$ cat src/rtl/traffic_light_ctrl_nway.sv
// ============================================================================
// traffic_light_ctrl_nway
// Round-robin N-approach signal controller with pedestrian walk and night flash.
// Revision: 1.0
// ============================================================================
`default_nettype none

module traffic_light_ctrl_nway #(
    parameter int NUM_DIR  = 2,
    parameter int CNT_W    = 8,
    parameter int TICK_DIV = 1,
    parameter int GREEN_T  = 10,
    parameter int YELLOW_T = 3,
    parameter int ALLRED_T = 1,
    parameter int WALK_T   = 6,
    parameter int FLASH_T  = 2,
    localparam int DIR_W   = (NUM_DIR > 1) ? $clog2(NUM_DIR) : 1
) (
    input  logic                   clk,
    input  logic                   rst,
    input  logic [NUM_DIR-1:0]     car_req,
    input  logic                   ped_req,
    input  logic                   night_mode,
    output logic [3*NUM_DIR-1:0]   lights,
    output logic                   walk,
    output logic [DIR_W-1:0]       active_dir,
    output logic [2:0]             state
);

    localparam int PRESC_W = (TICK_DIV > 1) ? $clog2(TICK_DIV) : 1;
    localparam logic [PRESC_W-1:0] PRESC_MAX = PRESC_W'(TICK_DIV - 1);

    localparam logic [CNT_W-1:0] GREEN_LD  = CNT_W'(GREEN_T - 1);
    localparam logic [CNT_W-1:0] YELLOW_LD = CNT_W'(YELLOW_T - 1);
    localparam logic [CNT_W-1:0] ALLRED_LD = CNT_W'(ALLRED_T - 1);
    localparam logic [CNT_W-1:0] WALK_LD   = CNT_W'(WALK_T - 1);
    localparam logic [CNT_W-1:0] FLASH_LD  = CNT_W'(FLASH_T - 1);

    typedef enum logic [2:0] {
        ST_ALLRED = 3'd0,
        ST_GREEN  = 3'd1,
        ST_YELLOW = 3'd2,
        ST_WALK   = 3'd3,
        ST_FLASH  = 3'd4
    } state_t;

    state_t               r_state;
    state_t               w_next_state;
    logic [DIR_W-1:0]     r_dir;
    logic [DIR_W-1:0]     w_next_dir;
    logic [DIR_W-1:0]     w_rr_dir;
    logic [CNT_W-1:0]     r_timer;
    logic [CNT_W-1:0]     w_load_val;
    logic [PRESC_W-1:0]   r_presc;
    logic [NUM_DIR-1:0]   w_rot;
    logic                 r_ped;
    logic                 r_flash_on;
    logic                 w_tick;
    logic                 w_expire;

    assign w_tick   = (r_presc == PRESC_MAX);
    assign w_expire = w_tick && (r_timer == '0);

    // Bit m of w_rot is approach (r_dir+1+m) mod NUM_DIR; the lowest set bit wins.
    assign w_rot = NUM_DIR'({car_req, car_req} >> (r_dir + DIR_W'(1)));

    always_comb begin
        w_rr_dir = DIR_W'((int'(r_dir) + 1) % NUM_DIR);
        for (int m = NUM_DIR - 1; m >= 0; m--) begin
            if (w_rot[m]) begin
                w_rr_dir = DIR_W'((int'(r_dir) + 1 + m) % NUM_DIR);
            end
        end
    end

    always_comb begin
        w_next_state = r_state;
        w_next_dir   = r_dir;
        w_load_val   = ALLRED_LD;
        if (w_expire) begin
            case (r_state)
                ST_ALLRED: begin
                    if (night_mode) begin
                        w_next_state = ST_FLASH;
                    end else if (r_ped) begin
                        w_next_state = ST_WALK;
                    end else begin
                        w_next_state = ST_GREEN;
                        w_next_dir   = w_rr_dir;
                    end
                end
                ST_GREEN:  w_next_state = ST_YELLOW;
                ST_YELLOW: w_next_state = ST_ALLRED;
                ST_WALK:   w_next_state = ST_ALLRED;
                // Leave flash mode only after a dark half-period
                ST_FLASH: begin
                    if (!r_flash_on && !night_mode) begin
                        w_next_state = ST_ALLRED;
                    end
                end
                default:   w_next_state = ST_ALLRED;
            endcase
        end
        case (w_next_state)
            ST_GREEN:  w_load_val = GREEN_LD;
            ST_YELLOW: w_load_val = YELLOW_LD;
            ST_WALK:   w_load_val = WALK_LD;
            ST_FLASH:  w_load_val = FLASH_LD;
            default:   w_load_val = ALLRED_LD;
        endcase
    end

    always_ff @(posedge clk) begin
        if (!rst) begin
            r_state    <= ST_ALLRED;
            r_dir      <= DIR_W'(NUM_DIR - 1);
            r_timer    <= ALLRED_LD;
            r_presc    <= '0;
            r_ped      <= 1'b0;
            r_flash_on <= 1'b0;
        end else begin
            r_state <= w_next_state;
            r_dir   <= w_next_dir;
            // Transitions only happen on a tick, so the wrap also restarts each state
            r_presc <= w_tick ? '0 : r_presc + PRESC_W'(1);
            if (w_expire) begin
                r_timer <= w_load_val;
            end else if (w_tick) begin
                r_timer <= r_timer - CNT_W'(1);
            end
            if (w_expire) begin
                if (w_next_state == ST_FLASH) begin
                    r_flash_on <= (r_state == ST_FLASH) ? ~r_flash_on : 1'b1;
                end else begin
                    r_flash_on <= 1'b0;
                end
            end
            if (w_expire && (w_next_state == ST_WALK)) begin
                r_ped <= 1'b0;
            end else if (ped_req && (r_state != ST_WALK)) begin
                r_ped <= 1'b1;
            end
        end
    end

    always_comb begin
        lights = '0;
        for (int i = 0; i < NUM_DIR; i++) begin
            case (r_state)
                ST_GREEN:  lights[3*i +: 3] = (DIR_W'(i) == r_dir) ? 3'b001 : 3'b100;
                ST_YELLOW: lights[3*i +: 3] = (DIR_W'(i) == r_dir) ? 3'b010 : 3'b100;
                ST_FLASH:  lights[3*i +: 3] = r_flash_on ? 3'b010 : 3'b000;
                default:   lights[3*i +: 3] = 3'b100;
            endcase
        end
    end

    assign walk       = (r_state == ST_WALK);
    assign active_dir = r_dir;
    assign state      = r_state;

endmodule

`default_nettype wire

$ cat config.mk
export PLATFORM = sky130hd
export DESIGN_NAME = traffic_light_ctrl_nway
export DESIGN_NICKNAME = d
export VERILOG_FILES = /design/src/rtl/traffic_light_ctrl_nway.sv
export SDC_FILE = /design/constraint.sdc
export NUM_CORES = 1
export LEC_CHECK = 0
export CAP_MARGIN = 20
export CORE_MARGIN = 2
export CORE_UTILIZATION = 50
export CTS_CLUSTER_SIZE = 30
export DETAILED_ROUTE_END_ITERATION = 6
export PLACE_DENSITY_LB_ADDON = 0.15
export SLEW_MARGIN = 20
export SYNTH_ARGS = -nofsm -noshare
export SYNTH_HDL_FRONTEND = slang
export SYNTH_SLANG_ARGS = --single-unit
export TNS_END_PERCENT = 50
$ cat constraint.sdc
create_clock -name clk -period 2.4 [get_ports clk]
set_input_delay 0.48 -clock clk [delete_from_list [all_inputs] [get_ports clk]]
set_output_delay 0.48 -clock clk [all_outputs]
set_load 0.02 [all_outputs]
==> key figures <==
Run status
  • Status: complete, no violations

Placed design
  • Final GP Congestion: 0.764
  • DP Worst Slack: roughly 0.26 ns
  • PortBufs: 16
  • Final HPWL DP: 1360 microns

Clocking
  • Post-CTS setup buffer count: 0
  • Clock root buffer: clkbuf_4
  • CTS H-tree lvls: 1
  • Max clock buf depth: 2
  • Clock input transition at the sequential cells of the worst setup and hold paths: around 0.090 ns
  • CTS Buf Count: 3
  • CTS tree: done
  • Worst-Skew Late Latency: about 0.29 ns
  • Clock sinks: 15

Floorplanning
  • Die Width: between 40 and 50 microns
  • DIE AREA: roughly 0.0022 sq mm
  • DIE HEIGHT: 46.4 microns
  • Num ports: 17
  • Row cnt: 15
  • Starting density of the core: 0.526
  • Core area: approximately 0.0017 sq mm

Worst hold path
  • Hold Crit Class: flip-flop to flip-flop
  • Hold path startpoint: r_flash_on
  • Hold depth: 2
  • WHS Endpoint: r_flash_on

Power
  • Peak VDD IR: a little under 0.6 mV
  • Power Density: about 1100 mW/mm^2
  • Leakage power: between 0.4 and 0.5 nW

Timing
  • Final setup fails: 0
  • Slew Viols, Final: 0
  • Unrepaired setup endpoints after global routing: false
  • Final Hold Viols: 0
  • Min setup slack post-route: ~0.10 ns
  • Worst Max-Slew Pin Slew: between 0.5 and 0.6 ns
  • Slew headroom: 0.646
  • Setup TNS: 0 ns
  • Fmax: between 400 and 500 MHz
  • Tmin final: 2.30 ns
  • Final Cycle Share: 0.957
  • Worst Skew: roughly 0.0036 ns

Synth
  • Post-synth ARST share: 0
  • Synth area leader: dfxtp_1
  • Top cells by count, synth: dfxtp_1, a21oi_1, nor2b_1, nand2_1, nor2_1
  • Post-synthesis sequential area ratio: 0.334
  • Synth Register Bits: 15
  • Most frequent cell after synthesis: dfxtp_1
  • YS warnings: 0
  • Top_reg_cell synth: dfxtp_1
  • Mapped Cells: between 100 and 150
  • Yosys cell types: 35
  • Area share of the largest cell type after synthesis: 0.334
  • Syn nets: 116
  • Syn Std Cell Area: around 900 sq um
  • Top cells by area, synth: dfxtp_1, nor2b_1, a21oi_1, a21boi_1, nand2_1
  • Syn_area_per_cell: 8.32 sq um
  • Post-synth EDFFs: 0

Flow run
  • Max_cap viols: 0

Drt
  • Initial DRC count: 27
  • Drt total wl: ~1800 microns
  • Via density: 5.40
  • WL/cell: 12.5 microns
  • Drt drc: 0
  • Drt pass-1 iters: 4
  • Vias: 799
  • Post-route ant nets: 0

GRT
  • All-Layer GR Usage: 0.196
  • Total gr overflow: 0
  • Largest net degree at the start of global routing: 16
  • Global-route wire length before repair: around 3000 microns
  • Number of global-route vias before repair: 674
  • Initial antenna violation count: 0

Critical path
  • R2r startpoint: r_timer[0]
  • Worst Setup End Kind: output pin
  • Reg2reg setup slack: ~0.50 ns
  • Reg2reg path depth: 6
  • Setup crit start kind: flip-flop
  • Worst r2r dst: active_dir
  • Worst EP required: 1.92 ns
  • Critical Path AT: 1.82 ns
  • Critical path class: flip-flop to output pin
  • Crit-path max FO: 10

Finish
  • Fin util: 0.638
  • Layout cells sized above 1: 0.0813
  • Area added between synthesis and finish: 21.3%
  • Nets@finish: between 100 and 150
  • Inserted Diodes: 0
## placed cells by master (no fill, tap or decap), types with 2 or more instances in the layout
cell type	n
ha_1	2
mux2i_1	2
nor2b_1	9
xnor2_1	3
or4_1	3
nand2_1	7
nand3_1	3
nor4_1	2
nand2b_1	3
and2_1	4
inv_1	6
clkbuf_4	3
nand4_1	2
a21oi_1	9
o21ai_1	2
nor3_1	3
a21boi_1	4
dfxtp_2	3
o21ai_0	2
nand3b_1	2
nor2_1	7
clkdlybuf4s50_1	16
dfxtp_1	12
## worst max-delay path, cell delays in order (launching register included)
cell and delay, ns:
dfxtp_2 0.43, nor2b_1 0.23, nand2b_1 0.08, a21oi_1 0.15
clkdlybuf4s50_1 0.63
## registers in the layout, indices dropped and copies added, names as in the netlist
signal and cells:
active_dir 1, r_flash_on 1, r_ped 1, r_presc 1, r_timer 8, state 3
## report_power, final
part	internal, mW	leakage, nW	switching (mW)
Clock	0.0647	0.0150	0.0840
Combinational	0.287	0.263	0.301
Sequential	0.327	0.125	0.124
## worst max-delay path by stage
stage | from | endpoint | slack [ns]
final | state[1] | lights[1] | 0.10
after CTS | state[2] | lights[0] | 0.06
after global placement | state[0] | lights[0] | 0.35
after global routing | state[1] | lights[1] | 0.02
after detailed placement | night_mode | active_dir | 0.26
after floorplan | state[1] | lights[4] | 0.71
## area by class of cell
class,instances,area (sq um)
fill,144,618
multi-input combinational,82,546
sequential,15,304
timing repair buffer,16,160
tap,25,31.3
clock buffer,4,26.3
inverter,6,22.5
## through the flow
step	hold slack (ns)	std cells	cell area [sq um]	total power, mW
floorplan	0.469	108	898	0.885
global placement	0.493	144	1050	1.02
detailed placement	0.492	144	1050	1.04
CTS	0.504	148	1080	1.19
global route	0.536	148	1090	1.29
finish	0.501	148	1090	1.19
## cells by family after synthesis
group / Yosys count / synth area share
DFF: 15 / 0.334
muxes: 2 / 0.0223
and+or+nand+nor: 51 / 0.358
adders and majority gates: 2 / 0.0279
other: 1 / 0.00417
buffers and inverters: 11 / 0.0641
AOI/OAI and AO/OA: 23 / 0.160
xor gates and xnor gates: 3 / 0.0293
## routing by layer
metal	up-vias	wire length, microns	global-route usage
met3	11	99	0.0392
met1	344	928	0.280
li1	412	-	-
met5	-	0	0
met2	32	746	0.261
met4	0	68	0.126
## what timing repair did
action,CTS,global route
gates cloned,0,0
gates resized for setup,2,2
hold buffers,0,0
pin swaps,0,0
setup endpoints to repair,3,4
Note: power is estimated with default switching activity, not from simulation.
